<file path="src/rtl/bounce_updater_n.sv">
// Per-frame colour-bounce state updater: edge-captured lane press, hit test, ball motion, score, sticky game-over.
// Latency 1 cycle from step to registered outputs; no backpressure, step may arrive every cycle.
// Optional macro BOUNCE_COMBO_EN: consecutive-hit combo scoring (default build adds 1 per hit).
module bounce_updater_n #(
    parameter int NUM_LANES  = 4,
    parameter int POS_W      = 8,
    parameter int COLOR_W    = 3,
    parameter int SCORE_W    = 16,
    parameter int SCREEN_H   = 160,
    parameter int HIT_WINDOW = 4,
    parameter int BOUNCE_LEN = 65
) (
    input  logic                         clk,
    input  logic                         reset,
    input  logic                         step,
    input  logic                         restart,
    input  logic [NUM_LANES-1:0]         keys,
    input  logic [POS_W-1:0]             curr_ball,
    input  logic [NUM_LANES*POS_W-1:0]   position_plats,
    input  logic [NUM_LANES*COLOR_W-1:0] color_plats,
    input  logic [COLOR_W-1:0]           color_ball,
    input  logic [SCORE_W-1:0]           curr_score,
    input  logic [NUM_LANES*COLOR_W-1:0] rand_plats,
    input  logic [COLOR_W-1:0]           rand_ball,
    output logic [POS_W-1:0]             prev_ball,
    output logic [POS_W-1:0]             new_curr_ball,
    output logic [NUM_LANES*COLOR_W-1:0] new_color_plats,
    output logic [COLOR_W-1:0]           new_color_ball,
    output logic [SCORE_W-1:0]           next_score,
    output logic                         gameover,
    output logic                         update_done,
    output logic                         rand_ack
);
    localparam int LANE_W = (NUM_LANES > 1) ? $clog2(NUM_LANES) : 1;
    localparam int CNT_W  = $clog2(BOUNCE_LEN + 1);
    localparam logic [POS_W:0] SCREEN_LIM = (POS_W+1)'(SCREEN_H);
    localparam logic [POS_W:0] WIN_EXT    = (POS_W+1)'(HIT_WINDOW);

    typedef enum logic [1:0] {ST_FALL, ST_RISE, ST_OVER} state_t;

    state_t                         state_q, state_d;
    logic [CNT_W-1:0]               up_cnt_q, up_cnt_d;
    logic [NUM_LANES-1:0]           key_q, key_d;
    logic                           pending_valid_q, pending_valid_d;
    logic [LANE_W-1:0]              pending_lane_q, pending_lane_d;
    logic [POS_W-1:0]               prev_ball_q, prev_ball_d;
    logic [POS_W-1:0]               new_curr_ball_q, new_curr_ball_d;
    logic [NUM_LANES*COLOR_W-1:0]   new_color_plats_q, new_color_plats_d;
    logic [COLOR_W-1:0]             new_color_ball_q, new_color_ball_d;
    logic [SCORE_W-1:0]             next_score_q, next_score_d;
    logic                           gameover_q, gameover_d;
    logic                           update_done_q, update_done_d;
    logic                           rand_ack_q, rand_ack_d;
`ifdef BOUNCE_COMBO_EN
    logic [3:0]                     combo_q, combo_d;
`endif

    logic [NUM_LANES-1:0] press;
    logic                 press_any;
    logic [LANE_W-1:0]    press_lane;
    logic                 active, restart_go, hit;
    logic [POS_W:0]       ball_ext, ball_nxt, plat_ext;
    logic [SCORE_W:0]     score_sum;
    logic [3:0]           score_inc;

    always_comb begin
        state_d           = state_q;
        up_cnt_d          = up_cnt_q;
        key_d             = keys;
        pending_valid_d   = pending_valid_q;
        pending_lane_d    = pending_lane_q;
        prev_ball_d       = prev_ball_q;
        new_curr_ball_d   = new_curr_ball_q;
        new_color_plats_d = new_color_plats_q;
        new_color_ball_d  = new_color_ball_q;
        next_score_d      = next_score_q;
        gameover_d        = gameover_q;
        update_done_d     = 1'b0;
        rand_ack_d        = 1'b0;
        press             = key_q & ~keys;
        press_any         = |press;
        press_lane        = '0;
        active            = step && (state_q != ST_OVER);
        restart_go        = restart && (state_q == ST_OVER);
        ball_ext          = {1'b0, curr_ball};
        ball_nxt          = ball_ext;
        plat_ext          = {1'b0, position_plats[pending_lane_q*POS_W +: POS_W]};
        score_inc         = 4'd1;
`ifdef BOUNCE_COMBO_EN
        combo_d           = combo_q;
        score_inc         = (combo_q >= 4'd8) ? 4'd8 : combo_q + 4'd1;
`endif
        score_sum         = {1'b0, curr_score} + (SCORE_W+1)'(score_inc);

        // Descending scan so the lowest falling lane is the one kept.
        for (int i = NUM_LANES - 1; i >= 0; i--) begin
            if (press[i]) press_lane = LANE_W'(i);
        end

        hit = (state_q == ST_FALL) && pending_valid_q
           && (color_plats[pending_lane_q*COLOR_W +: COLOR_W] == color_ball)
           && (plat_ext >= ball_ext) && (plat_ext <= ball_ext + WIN_EXT);

        if (active) begin
            prev_ball_d       = curr_ball;
            update_done_d     = 1'b1;
            pending_valid_d   = 1'b0;
            new_color_plats_d = color_plats;
            new_color_ball_d  = color_ball;
            next_score_d      = curr_score;
            if (state_q == ST_FALL) begin
                ball_nxt = ball_ext + 1'b1;
            end else begin
                ball_nxt = (curr_ball == '0) ? ball_ext : ball_ext - 1'b1;
                up_cnt_d = up_cnt_q - 1'b1;
                if (up_cnt_q == CNT_W'(1)) state_d = ST_FALL;
            end
            new_curr_ball_d = ball_nxt[POS_W-1:0];

            if (ball_nxt >= SCREEN_LIM) begin
                gameover_d   = 1'b1;
                next_score_d = '0;
                state_d      = ST_OVER;
`ifdef BOUNCE_COMBO_EN
                combo_d      = 4'd0;
`endif
            end else if (hit) begin
                new_color_plats_d = rand_plats;
                new_color_ball_d  = rand_ball;
                rand_ack_d        = 1'b1;
                up_cnt_d          = CNT_W'(BOUNCE_LEN);
                state_d           = ST_RISE;
                next_score_d      = score_sum[SCORE_W] ? '1 : score_sum[SCORE_W-1:0];
`ifdef BOUNCE_COMBO_EN
                combo_d           = score_inc;
`endif
            end else if ((state_q == ST_FALL) && pending_valid_q) begin
`ifdef BOUNCE_COMBO_EN
                combo_d = 4'd0;
`endif
            end
        end

        // Capture sees the pre-step pending flag, so a same-cycle edge waits for the next step.
        if (press_any && !pending_valid_q) begin
            pending_valid_d = 1'b1;
            pending_lane_d  = press_lane;
        end

        if (restart_go) begin
            gameover_d      = 1'b0;
            pending_valid_d = 1'b0;
            state_d         = ST_FALL;
`ifdef BOUNCE_COMBO_EN
            combo_d         = 4'd0;
`endif
        end
    end

    always_ff @(posedge clk) begin
        if (reset) begin
            state_q           <= ST_FALL;
            up_cnt_q          <= '0;
            key_q             <= '0;
            pending_valid_q   <= 1'b0;
            pending_lane_q    <= '0;
            prev_ball_q       <= '0;
            new_curr_ball_q   <= '0;
            new_color_plats_q <= '0;
            new_color_ball_q  <= '0;
            next_score_q      <= '0;
            gameover_q        <= 1'b0;
            update_done_q     <= 1'b0;
            rand_ack_q        <= 1'b0;
`ifdef BOUNCE_COMBO_EN
            combo_q           <= 4'd0;
`endif
        end else begin
            state_q           <= state_d;
            up_cnt_q          <= up_cnt_d;
            key_q             <= key_d;
            pending_valid_q   <= pending_valid_d;
            pending_lane_q    <= pending_lane_d;
            prev_ball_q       <= prev_ball_d;
            new_curr_ball_q   <= new_curr_ball_d;
            new_color_plats_q <= new_color_plats_d;
            new_color_ball_q  <= new_color_ball_d;
            next_score_q      <= next_score_d;
            gameover_q        <= gameover_d;
            update_done_q     <= update_done_d;
            rand_ack_q        <= rand_ack_d;
`ifdef BOUNCE_COMBO_EN
            combo_q           <= combo_d;
`endif
        end
    end

    assign prev_ball       = prev_ball_q;
    assign new_curr_ball   = new_curr_ball_q;
    assign new_color_plats = new_color_plats_q;
    assign new_color_ball  = new_color_ball_q;
    assign next_score      = next_score_q;
    assign gameover        = gameover_q;
    assign update_done     = update_done_q;
    assign rand_ack        = rand_ack_q;
endmodule

</file>
<file path="config.mk">
export PLATFORM = sky130hd
export DESIGN_NAME = bounce_updater_n
export DESIGN_NICKNAME = d
export VERILOG_FILES = /design/src/rtl/bounce_updater_n.sv
export SDC_FILE = /design/constraint.sdc
export NUM_CORES = 1
export LEC_CHECK = 0
export BUFFER_PORTS_ARGS = -buffer_cell sky130_fd_sc_hd__buf_2
export CORE_MARGIN = 2
export CORE_UTILIZATION = 51
export DETAILED_ROUTE_END_ITERATION = 10
export PLACE_DENSITY = 0.81
export SLEW_MARGIN = 15
export SYNTH_ARGS = -nofsm -noshare
export SYNTH_HDL_FRONTEND = slang
export SYNTH_SLANG_ARGS = --single-unit
</file>
<file path="constraint.sdc">
create_clock -name clk -period 3.5 [get_ports clk]
set_input_delay 0.35 -clock clk [delete_from_list [all_inputs] [get_ports clk]]
set_output_delay 0.35 -clock clk [all_outputs]
set_load 0.005 [all_outputs]
</file>
## Yosys cells after proc, flatten, opt, wreduce, memory -nomap -nowiden

Index checks and enable logic that the tools add are counted.

- Input port bits: 94
- Register bits: 66
- RAM bits: 0
- Memories kept: 0
- Memory bits (read-only): 0
- Bits in latches: 0

- Div/mod/pow operators: 0
- Magnitude comparators: 3
- Add/subtract/negate cells: 5
- Bitwise logic cells: 3
- Multiplexer cells: 25
- Equal/unequal tests: 5
- Shift-type cells: 2
- Reductions and logical operators: 17
- Multipliers: 1

Operators with widths:

| kind | number |
|---|---|
| $mux W16 | 3 |
| $shiftx A32 B6 Y8 | 1 |
| $mux W9 | 3 |
| $mux W12 | 2 |
| $mux W7 | 3 |
| $add A16 B1 Y17 const B | 1 |
| $mux W2 | 8 |
| $shiftx A12 B5 Y3 | 1 |
| $add A8 B1 Y9 const B | 1 |
| $add A8 B3 Y9 const B | 1 |
| $ge A9 B8 Y1 const B | 1 |
| $le A8 B9 Y1 | 1 |
| $sub A8 B1 Y9 const B | 1 |
| $ge A8 B8 Y1 | 1 |
| $logic_not A8 Y1 | 1 |
| $eq A7 B1 Y1 const B | 1 |
| $logic_and A1 B1 Y1 | 7 |
| $sub A7 B1 Y7 const B | 1 |
| $mux W3 | 2 |
| $and A4 B4 Y4 | 1 |
| $mul A2 B2 Y4 const B | 1 |
| $mux W1 | 4 |
| $not A4 Y4 | 1 |
| $reduce_or A4 Y1 | 1 |
| other kinds (13) | 13 |

## Logic depth before layout (Yosys ltp)

Gate-level depths: netlist (run 1).

- Word-level depth: 8
- Gate-level depth with buffers: 13

## Worst setup path before layout (run 1)

No wires, ideal clock.

- Kind: flip-flop to flip-flop
- From: register pending_lane_q[0]
- To: register next_score_q[12], in the netlist next_score[12]
- Arrival: 3.023 ns
- Setup time: 0.134 ns
- Slack: 0.343 ns
- Cell stages (with the launch flop): 12
- Period minus slack after synthesis: 3.157 ns
- Cell sequence: dfxtp_1 -> buf_6 -> mux4_2 -> ha_1 -> a21o_1 -> a21oi_1 -> nor4b_1 -> nor2_1 -> clkbuf_1 -> nor4_2 -> mux2i_1 -> a211oi_1

- Word-level cells in the longest chain between the ends: 8
- Elaborated cells between the ends (all ways): 11

RTL lines:

| element | line | RTL |
|---|---|---|
| start, declared | 45 | `logic [LANE_W-1:0] pending_lane_q, pending_lane_d;` |
| start signal, assigned | 183 | `pending_lane_q <= pending_lane_d;` |
| $mul A2 B2 Y4 | 101 | `&& (color_plats[pending_lane_q*COLOR_W +: COLOR_W] == color_ball)` |
| $shiftx A12 B5 Y3 | 101 |  |
| $eq A3 B3 Y1 | 101 |  |
| $logic_and A1 B1 Y1 | 101 |  |
| $logic_and A1 B1 Y1 | 102 | `&& (plat_ext >= ball_ext) && (plat_ext <= ball_ext + WIN_EXT);` |
| $logic_and A1 B1 Y1 * | 102 |  |
| $mux W16 * | 127 | `end else if (hit) begin` |
| $mux W16 * | 120 | `if (ball_nxt >= SCREEN_LIM) begin` |
| end signal, assigned | 188 | `next_score_q <= next_score_d;` |
| end, declared | 50 | `logic [SCORE_W-1:0] next_score_q, next_score_d;` |

Every way passes the cells marked *; elsewhere a longest branch is shown, timed or not.
A chain may end at the register's enable or synchronous reset.

## Worst setup path after layout (run 1)

- From: register pending_lane_q[1]
- To: register next_score_q[3], in the netlist next_score[3]

The elaborated chain is that of the path after synthesis.

==> flow_metrics.env, run 1 <==
export IMPL_dieWidth_um=94.27
export IMPL_synth_net_count=611
export IMPL_yosysTopAreaCell="dfxtp_1"
export IMPL_wl_met1_um=4895
export IMPL_syn_inst=496
export IMPL_rr_startpoint="pending_lane_q[1]"
export IMPL_first_pass_iters=5
export IMPL_wl_met2_um=5939
export IMPL_tritoncts="yes"
export IMPL_hp_class="in2reg"
export IMPL_root_buffer="clkbuf_8"
export IMPL_antenna_found_initial=0
export IMPL_rr_endpoint="next_score[3]"
export IMPL_finalNetCount=745
export IMPL_switching_share_pct=31.10
export IMPL_startpoint_type="flop"
export IMPL_reg2regPathDepth=9
export IMPL_drc_errors=0
export IMPL_grt_pass1_vias=4230
export IMPL_grt_pass1_wl_um=19640
export IMPL_dieArea_mm2=0.008886
export IMPL_vias_per_cell=6.003
export IMPL_routedWlPerCell_um=16.63
export IMPL_final_antenna_net_count=0
export IMPL_p_switching_mw=0.6372
export IMPL_yosysTopAreaCellShare_pct=31.80
export IMPL_clk_latency_ns=0.36
export IMPL_fin_crit_ns=3.219
export IMPL_grt_overflow_total=0
export IMPL_finalHoldViolations=0
export IMPL_clock_sinks=66
export IMPL_crit_end="next_score[3]"
export IMPL_clockBufferDepth=2
export IMPL_worstMarginPinSlew_ns=0.8088
export IMPL_core_mm2=0.007807
export IMPL_crit_chain="mux4_2 > ha_1 > and4_1 > a221oi_1 > a211o_4 > or2_1 > buf_4 > o21bai_1 > a32o_1"
export IMPL_vdd_drop_max_uv=250.4
export IMPL_dr_total_vias=4424
export IMPL_cp_top_family="compound AO/OA/AOI/OAI gates"
export IMPL_cpMaxStageDelayCell="dfxtp_1"
export IMPL_fillers=671
export IMPL_avgSynthCellArea_um2=8.377
export IMPL_start_util_pct=53.22
export IMPL_cp_data_required_time_ns=3.75
export IMPL_finalSetupViolCount=0
export IMPL_path_class="reg2reg"
export IMPL_ys_ff_latch=66
export IMPL_num_antenna_cells=0
export IMPL_p_int_mw=1.412
export IMPL_slew_headroom_pct=45.88
export IMPL_critPathArrivalTime_ns=3.47
export IMPL_final_util_pct=66.27
export IMPL_io_pins=144
export IMPL_grt_usage_pct=27.92
export IMPL_drv_slew=0
export IMPL_power_density_mw_per_mm2=396.0
export IMPL_die_h_um=94.27
export IMPL_htree_levels=3
export IMPL_dpl_hpwl_um=9199
export IMPL_synth_top_flop_cell="dfxtp_1"
export IMPL_clock_power_share_pct=36.4
export IMPL_place_congestion=0.9530
export IMPL_ys_warn_count=0
export IMPL_fp_row_count=32
export IMPL_cts_made_buffers=9
export IMPL_max_freq_ghz=0.3106
export IMPL_wl_um=12260
export IMPL_portBuffers=143
export IMPL_fin_skew_ns=0.01234
export IMPL_crit_start="pending_lane_q[1]"
export IMPL_synth_edf_count=0
export IMPL_drtIter0Drc=331
export IMPL_pwr_share_comb_pct=22.9
export IMPL_max_stage_delay_ns=0.66
export IMPL_synth_seq_area_share_pct=31.80
export IMPL_fin_total_pwr_mw=2.049
export IMPL_grt_setup_unrepaired="false"
export IMPL_grt_max_degree=38
export IMPL_cts_hold_buf=0
export IMPL_cp_buffers_inverters=1
export IMPL_layout_drive_gt1_share_pct=31.18
export IMPL_seqPwrFrac_pct=40.7
export IMPL_cap_violations=0
export IMPL_fin_tns_setup_ns=0
export IMPL_synth_area_mm2=0.004155
export IMPL_status="finished clean"
export IMPL_power_leakage_nw=2.246
export IMPL_cp_max_fo=21
export IMPL_critPathCaptureType="flop"
export IMPL_post_route_period_util_pct=91.98
export IMPL_ys_async_sr_fraction_pct=0
export IMPL_top_layer="met4"
export IMPL_yosys_cell_types_count=62
export IMPL_wl_met3_um=998
export IMPL_netlist_top_cells_area="dfxtp_1 32%, ha_1 6.3%, mux4_2 6.0%"
export IMPL_clk_pin_slew_ns=0.08
export IMPL_ff2ff_setup_slack_ns=0.28
export IMPL_path_depth=9
export IMPL_area_delta_synth_final_pct=24.51
==> flip-flops by register name, summed over array words and instances, names as in the netlist, 3 cells and up <==
register         cells
new_color_plats     12
new_curr_ball        8
up_cnt_q             7
prev_ball            8
key_q                4
new_color_ball       3
next_score          16
==> layout by cell type, fill, tap and decap left out, types with 4 or more instances in the layout <==
master    netlist  layout
a21oi_1        31      31
a221oi_1        4       4
a311oi_1       16      16
and3_1          8       8
and4_1          5       5
buf_2           5     143
buf_4           2      10
clkbuf_8        0       9
dfxtp_1        66      65
ha_1           21      21
inv_1          18      18
mux2i_1         8       8
mux4_2         11      11
nand2_1        58      58
nand2b_1       10      10
nand3_1        35      35
nand4_1         6       6
nor2_1         38      38
nor2b_1         5       5
nor3_1         16      16
o21ai_0        24      24
o21bai_1        4       4
o31ai_1         5       5
xnor2_1        15      15
==> layout make-up <==
class | count | area, um^2 | area share [%]
Clock buffer | 9 | 123.9 | 2.394
Multi-Input combinational cell | 381 | 2621 | 50.66
Sequential cell | 66 | 1323 | 25.56
Inverter | 18 | 67.56 | 1.306
Clock inverter | 7 | 100.1 | 1.935
Timing Repair Buffer | 154 | 810.8 | 15.67
Tap cell | 102 | 127.6 | 2.467
==> per-layer routing <==
| layer | vias to the layer above | track usage [%] |
|---|---|---|
| met2 | 227 | 45.42 |
| li1 | 2096 | - |
| met3 | 41 | 5.377 |
| met1 | 2060 | 35.18 |
| met5 | - | 0 |
| met4 | 0 | 14.01 |
==> through the flow <==
stage	std cells	instance area (um^2)	hold WS [ns]	worst slack [ns]
finish	737	5174	0.2104	0.2808
global placement	721	4942	0.4366	0.1695
global route	737	5174	0.2328	0.09961
floorplan	496	4155	0.4448	0.3433
detailed placement	721	4942	0.4396	0.09542
CTS	737	5166	0.2131	0.05539
==> cell usage after synthesis, drive strengths merged, types with 4 or more instances <==
| cell type | n |
|---|---|
| dfxtp | 66 |
| a221oi | 4 |
| o31ai | 5 |
| and4 | 5 |
| nor2b | 5 |
| inv | 18 |
| a311oi | 16 |
| ha | 21 |
| nand3 | 35 |
| a21oi | 31 |
| nor2 | 39 |
| o21ai | 27 |
| mux4 | 11 |
| buf | 12 |
| nand2 | 58 |
| nor3 | 19 |
| o21bai | 4 |
| and3 | 8 |
| a211o | 4 |
| nand4 | 6 |
| nor4 | 6 |
| nand2b | 10 |
| mux2i | 8 |
| clkbuf | 19 |
| xnor2 | 15 |
| a21boi | 4 |
==> worst min-delay path by stage <==
stage	start	endpoint	slack (ns)	cells past startpoint
3_3_place_gp	next_score[7]	next_score[7]	0.44	2
6_report	keys[3]	key_q[3]	0.21	2
5_1_grt	keys[2]	key_q[2]	0.23	2
3_5_place_dp	next_score[13]	next_score[13]	0.44	2
4_1_cts	keys[3]	key_q[3]	0.21	2
2_1_floorplan	next_score[15]	next_score[15]	0.44	2
==> kinds of logic after synthesis <==
| kind of cell | Yosys count | synth area share [%] |
|---|---|---|
| adder cells (fa/ha/maj) | 21 | 6.323 |
| AND/OR/NAND/NOR | 207 | 25.87 |
| multiplexers | 20 | 8.160 |
| AO/OA/AOI/OAI | 116 | 18.97 |
| XOR/XNOR | 17 | 3.583 |
| flip-flops | 66 | 31.80 |
| buffers and inverters | 49 | 5.299 |
==> worst register-to-register path, cell delays in order, from the launching register on <==
cell and delay (ns):
dfxtp_1 0.66, mux4_2 0.43, ha_1 0.32, and4_1 0.24
a221oi_1 0.35, a211o_4 0.32, or2_1 0.13, buf_4 0.24
o21bai_1 0.15, a32o_1 0.28
==> power groups by stage <==
stage | clock network (mW) | registers [mW] | logic, mW
2_1_floorplan | 0 | 0.847 | 0.276
3_3_place_gp | 0 | 0.849 | 0.444
3_5_place_dp | 0 | 0.851 | 0.457
4_1_cts | 0.746 | 0.834 | 0.460
5_1_grt | 0.780 | 0.840 | 0.516
6_report | 0.745 | 0.835 | 0.469
==> what timing repair did <==
| item | CTS | global route |
|---|---|---|
| endpoints found under the setup margin | 0 | 36 |
| resized for setup | 0 | 2 |
| buffers inserted | 0 | 0 |
No activity file was read; power rests on OpenSTA's default activity.
==> inputs of run 2 (changes only) <==
--- a/config.mk
+++ b/config.mk
@@ -6,10 +6,12 @@
 export NUM_CORES = 1
 export LEC_CHECK = 0
 export BUFFER_PORTS_ARGS = -buffer_cell sky130_fd_sc_hd__buf_2
+export CAP_MARGIN = 20
 export CORE_MARGIN = 2
 export CORE_UTILIZATION = 51
+export CTS_CLUSTER_DIAMETER = 120
 export DETAILED_ROUTE_END_ITERATION = 10
-export PLACE_DENSITY = 0.81
+export PLACE_DENSITY = 0.88
 export SLEW_MARGIN = 15
 export SYNTH_ARGS = -nofsm -noshare
 export SYNTH_HDL_FRONTEND = slang
==> flow_metrics.env, run 2 (synthesized netlist as in run 1, its figures left out) <==
export IMPL_tritoncts="yes"
export IMPL_cp_max_fo=24
export IMPL_dieWidth_um=94.27
export IMPL_drtIter0Drc=285
export IMPL_clk_pin_slew_ns=0.08
export IMPL_area_delta_synth_final_pct=23.73
export IMPL_cp_common_cell="buf_4"
export IMPL_path_class="reg2reg"
export IMPL_worstMarginPinSlew_ns=0.8032
export IMPL_use_met3_pct=5.136
export IMPL_whs_ns=0.2228
export IMPL_cpMaxStageDelayCell="dfxtp_1"
export IMPL_fin_area_mm2=0.005141
export IMPL_root_buffer="clkbuf_8"
export IMPL_grt_pass1_vias=4124
export IMPL_power_density_mw_per_mm2=372.7
export IMPL_fin_tns_setup_ns=0
export IMPL_dpl_hpwl_um=9220
export IMPL_finalSetupViolCount=0
export IMPL_start_util_pct=53.22
export IMPL_critPathCaptureType="flop"
export IMPL_setup_slack_ns=0.2689
export IMPL_largest_register_ffs=16
export IMPL_slew_headroom_pct=46.26
export IMPL_postCtsSetupRepairBufs=0
export IMPL_fin_crit_ns=3.231
export IMPL_final_util_pct=65.85
export IMPL_drc_errors=0
export IMPL_dp_cells=723
export IMPL_first_pass_iters=7
export IMPL_grt_setup_unrepaired="false"
export IMPL_vdd_drop_max_uv=176.8
export IMPL_critPathArrivalTime_ns=3.48
export IMPL_finalNetCount=747
export IMPL_grt_util_met1_pct=34.63
export IMPL_clockBufferDepth=2
export IMPL_max_stage_delay_ns=0.60
export IMPL_finalHoldViolations=0
export IMPL_antenna_found_initial=0
export IMPL_stdcell_count=739
export IMPL_fp_row_count=32
export IMPL_use_met2_pct=44.82
export IMPL_grt_pass1_wl_um=19360
export IMPL_final_antenna_net_count=0
export IMPL_grt_overflow_total=0
export IMPL_gr_max_usage_layer="met2"
export IMPL_drv_slew=0
export IMPL_cts_made_buffers=9
export IMPL_cap_violations=0
export IMPL_htree_levels=3
export IMPL_final_cell_mix="143 x buf_2, 65 x dfxtp_1, 58 x nand2_1"
export IMPL_dr_total_vias=4380
export IMPL_num_antenna_cells=0
export IMPL_cp_top_family="compound AO/OA/AOI/OAI gates"
export IMPL_die_h_um=94.27
export IMPL_fin_skew_ns=0.008317
export IMPL_place_congestion=0.9027
export IMPL_power_leakage_nw=2.231
export IMPL_cp_buffers_inverters=2
export IMPL_dpl_cell_area_mm2=0.004945
export IMPL_clk_latency_ns=0.35
export IMPL_portBuffers=143
export IMPL_grt_max_degree=40
export IMPL_layout_drive_gt1_share_pct=31.55
export IMPL_io_pins=144
export IMPL_crit_chain="mux4_2 > ha_1 > and4_1 > a221oi_1 > a211o_4 > buf_4 > nor2_4 > buf_4 > a21o_1 > a32o_1"
export IMPL_grt_usage_pct=27.36
export IMPL_routedWlPerCell_um=16.31
export IMPL_cp_data_required_time_ns=3.74
export IMPL_wl_um=12050
export IMPL_startpoint_type="flop"
export IMPL_post_route_period_util_pct=92.32
export IMPL_dieArea_mm2=0.008886
export IMPL_vias_per_cell=5.927
export IMPL_final_common_cell="buf_2"
export IMPL_core_mm2=0.007807
export IMPL_hp_class="in2reg"
export IMPL_dp_slack_ns=0.03162
export IMPL_status="finished clean"
export IMPL_clock_sinks=66
export IMPL_max_freq_ghz=0.3095
export IMPL_fin_total_pwr_mw=1.916
## run 2: layout make-up
type                    instances  area [um^2]
multi-input cells             381         2621
clock inverters                 5        37.54
inverters                      18        67.56
clock buffers                  11        151.4
fillers                       687         2666
flip-flops and latches         66         1323
well taps                     102        127.6
repair buffers                156        813.3
## run 2: what timing repair did
item | CTS | global route
endpoints found under the hold margin | 0 | 0
gates resized for setup | 0 | 3
hold buffers | 0 | 0
endpoints found under the setup margin | 0 | 32
## run 2: worst reg2reg max path, cell delays in order, from the launching register on
cell and delay (ns):
dfxtp_1 0.60, mux4_2 0.41, ha_1 0.32, and4_1 0.24, a221oi_1 0.43, a211o_4 0.20, buf_4 0.22, nor2_4 0.04
buf_4 0.21, a21o_1 0.21, a32o_1 0.24
## run 2: power by group
part / internal (mW) / switching [mW] / leakage, nW
logic: 0.205 / 0.264 / 1.60
registers: 0.801 / 0.0307 / 0.543
clock network: 0.298 / 0.316 / 0.0919
## run 2: worst paths after layout
check,from,to,slack (ns),depth (start not counted)
setup / recovery,pending_lane_q[1],next_score[2],0.27,10
hold / removal,keys[1],key_q[1],0.22,2
setup reg to reg,pending_lane_q[1],next_score[2],0.27,10
hold reg to reg,new_curr_ball[7],new_curr_ball[7],0.45,2
## run 2: per-layer routing
layer  vias up  routed length (um)
met2       215                5818
li1       2093                   -
met3        37                 813
met4         0                 409
met1      2035                5009
met5         -                   0
